`config.mk`:
```
export PLATFORM = sky130hd
export DESIGN_NAME = imem_loader
export DESIGN_NICKNAME = d
export VERILOG_FILES = /design/src/rtl/loader_pkg.sv /design/src/rtl/loader_timeout.sv /design/src/rtl/imem_loader.sv
export SDC_FILE = /design/constraint.sdc
export NUM_CORES = 1
export LEC_CHECK = 0
export BUFFER_PORTS_ARGS = -buffer_cell sky130_fd_sc_hd__buf_2
export CAP_MARGIN = 0
export CORE_MARGIN = 8
export CORE_UTILIZATION = 50
export DETAILED_ROUTE_END_ITERATION = 10
export HOLD_SLACK_MARGIN = 0.15
export PLACE_DENSITY = 0.69
export SLEW_MARGIN = 5
export SYNTH_ARGS = -nofsm -noshare
export SYNTH_HDL_FRONTEND = slang
export SYNTH_SLANG_ARGS = --single-unit
```
`constraint.sdc`:
```
create_clock -name clock -period 5.7 [get_ports clock]
set_input_delay 0.285 -clock clock [delete_from_list [all_inputs] [get_ports clock]]
set_output_delay 0.285 -clock clock [all_outputs]
set_load 0.01 [all_outputs]
```
`src/rtl/loader_pkg.sv`:
```
// Shared definitions for the boot-time instruction-memory loader.
`default_nettype none
package loader_pkg;

  typedef enum logic [2:0] {
    S_IDLE   = 3'd0,
    S_LEN_HI = 3'd1,
    S_LEN_LO = 3'd2,
    S_DATA   = 3'd3,
    S_WRITE  = 3'd4,
    S_CHK    = 3'd5,
    S_DONE   = 3'd6,
    S_ERR    = 3'd7
  } state_e;

  localparam logic [7:0] SYNC_BYTE = 8'hA5;

  // States in which the loader is waiting on the byte stream mid-frame.
  function automatic logic is_timed(input state_e s);
    return (s == S_LEN_HI) || (s == S_LEN_LO) || (s == S_DATA) || (s == S_CHK);
  endfunction

endpackage
`default_nettype wire

```
`src/rtl/loader_timeout.sv`:
```
// Idle-cycle watchdog: expired_o flags the cycle on which TIMEOUT idle cycles complete.
`default_nettype none
module loader_timeout #(
  parameter int TIMEOUT = 65535
) (
  input  logic clock,
  input  logic reset,
  input  logic en_i,
  input  logic clr_i,
  output logic expired_o
);

  localparam int            CW   = $clog2(TIMEOUT + 1);
  localparam logic [CW-1:0] LAST = CW'(TIMEOUT - 1);

  logic [CW-1:0] count_q, count_d;

  always_comb begin
    count_d = count_q + CW'(1);
    if (clr_i || !en_i) begin
      count_d = '0;
    end
  end

  always_ff @(posedge clock or negedge reset) begin
    if (!reset) begin
      count_q <= '0;
    end else begin
      count_q <= count_d;
    end
  end

  // Fires while the last allowed idle cycle is in progress, so the abort lands on that edge.
  assign expired_o = en_i && !clr_i && (count_q == LAST);

endmodule
`default_nettype wire

```
`src/rtl/imem_loader.sv`:
```
// Framed byte-stream loader: assembles LE words, writes imem, verifies an XOR checksum.
`default_nettype none
module imem_loader
  import loader_pkg::*;
#(
  parameter int ADDR_WIDTH = 12,
  parameter int TIMEOUT    = 65535
) (
  input  logic                  clock,
  input  logic                  reset,
  input  logic                  in_valid,
  input  logic [7:0]            in_data,
  output logic                  in_ready,
  output logic                  mem_wen,
  output logic [ADDR_WIDTH-1:0] mem_addr,
  output logic [31:0]           mem_data,
  output logic                  cpu_hold,
  output logic                  done,
  output logic                  error,
  output logic [ADDR_WIDTH:0]   words_loaded
);

  localparam logic [31:0] MAX_WORDS = 32'(1) << ADDR_WIDTH;

  state_e                state_q, state_d;
  logic [15:0]           len_q, len_d;
  logic [7:0]            chk_q, chk_d;
  logic [1:0]            idx_q, idx_d;
  logic [ADDR_WIDTH-1:0] addr_q, addr_d;
  logic [31:0]           data_q, data_d;
  logic [ADDR_WIDTH:0]   words_q, words_d;
  logic                  xfer;
  logic                  expired;

  assign xfer = in_valid && in_ready;

  loader_timeout #(.TIMEOUT(TIMEOUT)) u_timeout (
    .clock     (clock),
    .reset     (reset),
    .en_i      (is_timed(state_q)),
    .clr_i     (xfer),
    .expired_o (expired)
  );

  always_comb begin
    state_d = state_q;
    len_d   = len_q;
    chk_d   = chk_q;
    idx_d   = idx_q;
    addr_d  = addr_q;
    data_d  = data_q;
    words_d = words_q;
    case (state_q)
      S_IDLE, S_DONE, S_ERR: begin
        if (xfer && in_data == SYNC_BYTE) begin
          state_d = S_LEN_HI;
          chk_d   = '0;
          idx_d   = '0;
          addr_d  = '0;
          words_d = '0;
        end
      end
      S_LEN_HI: begin
        if (xfer) begin
          len_d[15:8] = in_data;
          chk_d       = chk_q ^ in_data;
          state_d     = S_LEN_LO;
        end
      end
      S_LEN_LO: begin
        if (xfer) begin
          len_d = {len_q[15:8], in_data};
          chk_d = chk_q ^ in_data;
          if (32'(len_d) > MAX_WORDS) begin
            state_d = S_ERR;
          end else if (len_d == 16'd0) begin
            state_d = S_CHK;
          end else begin
            state_d = S_DATA;
          end
        end
      end
      S_DATA: begin
        if (xfer) begin
          data_d[{idx_q, 3'b000} +: 8] = in_data;
          chk_d = chk_q ^ in_data;
          idx_d = idx_q + 2'd1;
          if (idx_q == 2'd3) begin
            state_d = S_WRITE;
          end
        end
      end
      S_WRITE: begin
        addr_d  = addr_q + ADDR_WIDTH'(1);
        words_d = words_q + (ADDR_WIDTH + 1)'(1);
        state_d = (32'(words_d) == 32'(len_q)) ? S_CHK : S_DATA;
      end
      S_CHK: begin
        if (xfer) begin
          state_d = (in_data == chk_q) ? S_DONE : S_ERR;
        end
      end
      default: state_d = S_IDLE;
    endcase
    // Expiry only occurs in a timed state with no transfer, so it never races a byte.
    if (expired) begin
      state_d = S_ERR;
    end
  end

  always_ff @(posedge clock or negedge reset) begin
    if (!reset) begin
      state_q <= S_IDLE;
      len_q   <= '0;
      chk_q   <= '0;
      idx_q   <= '0;
      addr_q  <= '0;
      data_q  <= '0;
      words_q <= '0;
    end else begin
      state_q <= state_d;
      len_q   <= len_d;
      chk_q   <= chk_d;
      idx_q   <= idx_d;
      addr_q  <= addr_d;
      data_q  <= data_d;
      words_q <= words_d;
    end
  end

  // Gating with reset keeps the stream stalled while the loader is held in reset.
  assign in_ready     = reset && (state_q != S_WRITE);
  assign mem_wen      = (state_q == S_WRITE);
  assign mem_addr     = addr_q;
  assign mem_data     = data_q;
  assign cpu_hold     = (state_q != S_DONE);
  assign done         = (state_q == S_DONE);
  assign error        = (state_q == S_ERR);
  assign words_loaded = words_q;

endmodule
`default_nettype wire
```
==> run_results.csv <==
group,metric,value,unit
route,first_pass_iters,6,
die,initial_core_util,50.7,%
timing,max_slew_margin,31.6,%
global_route,grt_max_degree,61,
worst_setup_path,critPathRequiredTime,5950,ps
power,p_switching,1.21,mW
worst_setup_path,crit_end,"len_q[12]",
power,intPower,1.62,mW
yosys,synth_top_family_by_area,"simple AND/OR/NAND/NOR gates",
timing,tns,0,ps
yosys,syn_nets,624,
yosys,synth-compound-area-share,11.8,%
global_route,grt_pass1_vias,4670,
power,vdd_ir_drop_max,0.240,mV
clock_tree,cts_buffer_depth,2,
placement,gp_congestion,0.850,
yosys,synth_area,5420,um2
route,drcViolationCount,0,
power,p_clk_share,14.4,%
clock_tree,cts.reportedPaths.clkPinSlew,100,ps
clock_tree,numCtsBuffers,9,
clock_tree,root_buffer,"clkbuf_8",
worst_setup_path,r2r_cells,6,
placement,dp_cells,782,
worst_setup_path,crit_path_start,"reset",
yosys,synth-seq-cells,102,
finish,area_growth,10.5,%
global_route,antenna_found_initial,0,
power,power,2.83,mW
route,wirelength,13600,um
clock_tree,ctsHoldBuffers,1,
yosys,seq_area_frac_synth,47.1,%
route,vias,4664,
power,swShare,42.7,%
placement,dp_hpwl,9550,um
power,total_leakage_power,2.80,nW
timing,fmax,338,MHz
worst_setup_path,worstPathMaxFanout,47,
die,die_x,120,um
worst_setup_path,rr_startpoint,"state_q[1]",
finish,insertedDiodeCount,0,
clock_tree,cts_tree,"built",
die,die_h,120,um
hold_path,hold_path_class,"input pin to flop",
die,ios,73,
timing,tightest_slew,1020,ps
yosys,synth-edff-count,0,
yosys,synth.avg_cell_area,8.99,um2
route,vias_per_cell,5.84,
worst_setup_path,end_kind,"flop",
finish,final_layout_size_suffix_gt1_share,16.8,%
timing,slew_violations,0,
yosys,synthMuxAreaShare,3.90,%
yosys,synth-simple-area-share,26.3,%
clock_tree,worstSkewPairLatency,370,ps
worst_setup_path,r2r_slack,2740,ps
global_route,grt_pass1_wl,23000,um
timing,grt_setup_unrepaired,"false",
yosys,synth_adder_area_share,2.31,%
global_route,grt-ovfl-total,0,
worst_setup_path,crit_type,"input pin to flop",
run,maxCapViolCount,0,
yosys,syn-instance-count,603,
timing,fin_crit_sh,52.0,%
die,rows,38,
status,outcome,"finished clean",
finish,fin_cells,799,
global_route,grtUsageTotal,19.5,%
die,dieArea,14400,um2
worst_setup_path,crit_arrival,3210,ps
route,wl_per_cell,17.0,um
worst_setup_path,rr_endpoint,"mem_addr[8]",
yosys,synth-async-reset-ratio,100,%
power,pwr-share-seq,45.7,%
yosys,synth_warnings,0,
timing,hold_viol,0,
clock_tree,postCtsSetupRepairBufs,0,
die,core,10700,um2
route,ant_nets,0,
worst_setup_path,setup.worst_path.start_class,"input pin",
placement,numPortBuffers,72,
clock_tree,ctsResizeCount,0,
power,p_comb_share,39.9,%
yosys,synth_flop_cell,"dfrtp_1",
timing,fin_crit,2960,ps
power,powerDensity,473,nW/um2
route,drtIter0Drc,330,
clock_tree,clock_sinks,102,
yosys,synthDistinctLibCells,54,
timing,skew,12.4,ps
finish,fin_nets,675,
timing,setup_violations,0,
clock_tree,htree_levels,3,
yosys,synth_xor_area_share,4.52,%
[flip-flops by register name, summed over array words and instances, names as in the netlist]
register           flops
len_q                 16
chk_q                  8
idx_q                  2
u_timeout.count_q     16
mem_addr              12
mem_data              32
words_loaded          13
state_q                3
[placed cells by master (no fill, tap or decap), types with 4 or more instances in the layout]
cell type,synthesis,layout
and3_1,5,5
o21ai_1,28,28
or4_1,5,5
nand4_1,14,14
o21ai_0,18,18
xnor2_1,11,11
nand2_1,101,101
or3_1,10,10
buf_2,2,71
mux2_2,17,17
clkbuf_8,0,9
nor2b_1,5,5
o31ai_1,12,12
xor2_1,17,17
nor3_1,11,11
o22ai_1,9,9
and4_1,4,4
nor2_1,43,43
a31oi_1,6,6
nand2b_1,9,9
nor3b_1,5,5
nor4_1,8,8
inv_1,17,17
ha_1,10,10
nand3_1,55,55
dfrtp_1,102,102
a21oi_1,8,8
and2_1,8,8
[synthesized netlist by cell type (2+ instances only)]
cell / n / area, um2
dfrtp_1: 102 / 2550
a311o_1: 2 / 20.0
nor3b_1: 5 / 37.5
nand4_1: 14 / 87.6
and3_1: 5 / 31.3
buf_6: 3 / 33.8
or3_1: 10 / 62.6
xnor2_1: 11 / 96.3
clkbuf_1: 29 / 109
nand3_1: 55 / 275
buf_2: 2 / 10.0
a21oi_1: 8 / 40.0
ha_1: 10 / 125
o21ai_0: 18 / 90.1
a31oi_1: 6 / 37.5
nor2_1: 43 / 161
o211ai_1: 2 / 15.0
or4_1: 5 / 37.5
nor3_1: 11 / 55.1
nand3b_1: 3 / 22.5
o22ai_1: 9 / 56.3
mux2_2: 17 / 191
nand2_1: 101 / 379
o31ai_1: 12 / 90.1
and4_1: 4 / 35.0
and2_1: 8 / 50.1
nor2b_1: 5 / 31.3
nor4_1: 8 / 50.1
nand2b_1: 9 / 56.3
inv_1: 17 / 63.8
xor2_1: 17 / 149
o21ai_1: 28 / 140
mux2i_1: 2 / 20.0
o2111ai_1: 2 / 17.5
[power by group through the flow]
stage	Sequential, mW	Clock, mW	Combinational (mW)
floorplan	1.25	0	0.784
global placement	1.28	0	1.10
detailed placement	1.30	0	1.14
CTS	1.29	0.423	1.14
finish	1.30	0.408	1.13
global route	1.34	0.449	1.27
[stage by stage]
step / setup slack [ps] / instance area [um2] / utilization, % / hold slack, ps
floorplan: 3570 / 5420 / - / -10.6
global placement: 2890 / 5820 / 54.4 / 333
detailed placement: 2810 / 5820 / 54.4 / 338
CTS: 2700 / 5990 / 56.0 / 249
global route: 2480 / 5990 / 56.0 / 250
finish: 2740 / 5990 / 56.0 / 274
[layout make-up]
class | instances | area, um2
clock inverters | 5 | 36.3
well taps | 140 | 175
multi-input cells | 449 | 2650
fillers | 988 | 4700
clock buffers | 11 | 131
flip-flops and latches | 102 | 2550
repair buffers | 75 | 388
inverters | 17 | 63.8
[layer usage]
layer	vias to the layer above	track usage (%)	part of all wire, %
met2	175	30.7	46
li1	2227	-	-
met5	-	0	0
met1	2236	25.6	45
met3	26	5.03	7.6
met4	0	6.48	1.8
[critical path: stages]
cell and delay, ps:
dlygate4sd3_1 520, buf_4 480, nand2_1 510, nor3_1 960, mux2_2 420
[cell families (layout without fill, tap and decap cells)]
family,Yosys count,after routing
muxes,19,19
and+or+nand+nor,292,292
buffers and inverters,52,108
adders and majority gates,10,10
xor gates and xnor gates,28,28
AOI/OAI and AO/OA,100,100
DFF,102,102
[worst min path at each step]
| stage | startpoint | end | slack (ps) | cells after the start |
|---|---|---|---|---|
| floorplan | reset | chk_q[0] | -10 | 0 |
| global route | in_data[6] | mem_data[14] | 250 | 3 |
| CTS | in_data[6] | mem_data[14] | 250 | 3 |
| finish | in_data[6] | mem_data[14] | 270 | 3 |
| global placement | reset | len_q[5] | 330 | 1 |
| detailed placement | reset | len_q[14] | 340 | 1 |
No activity file was read; power rests on OpenSTA's default activity.
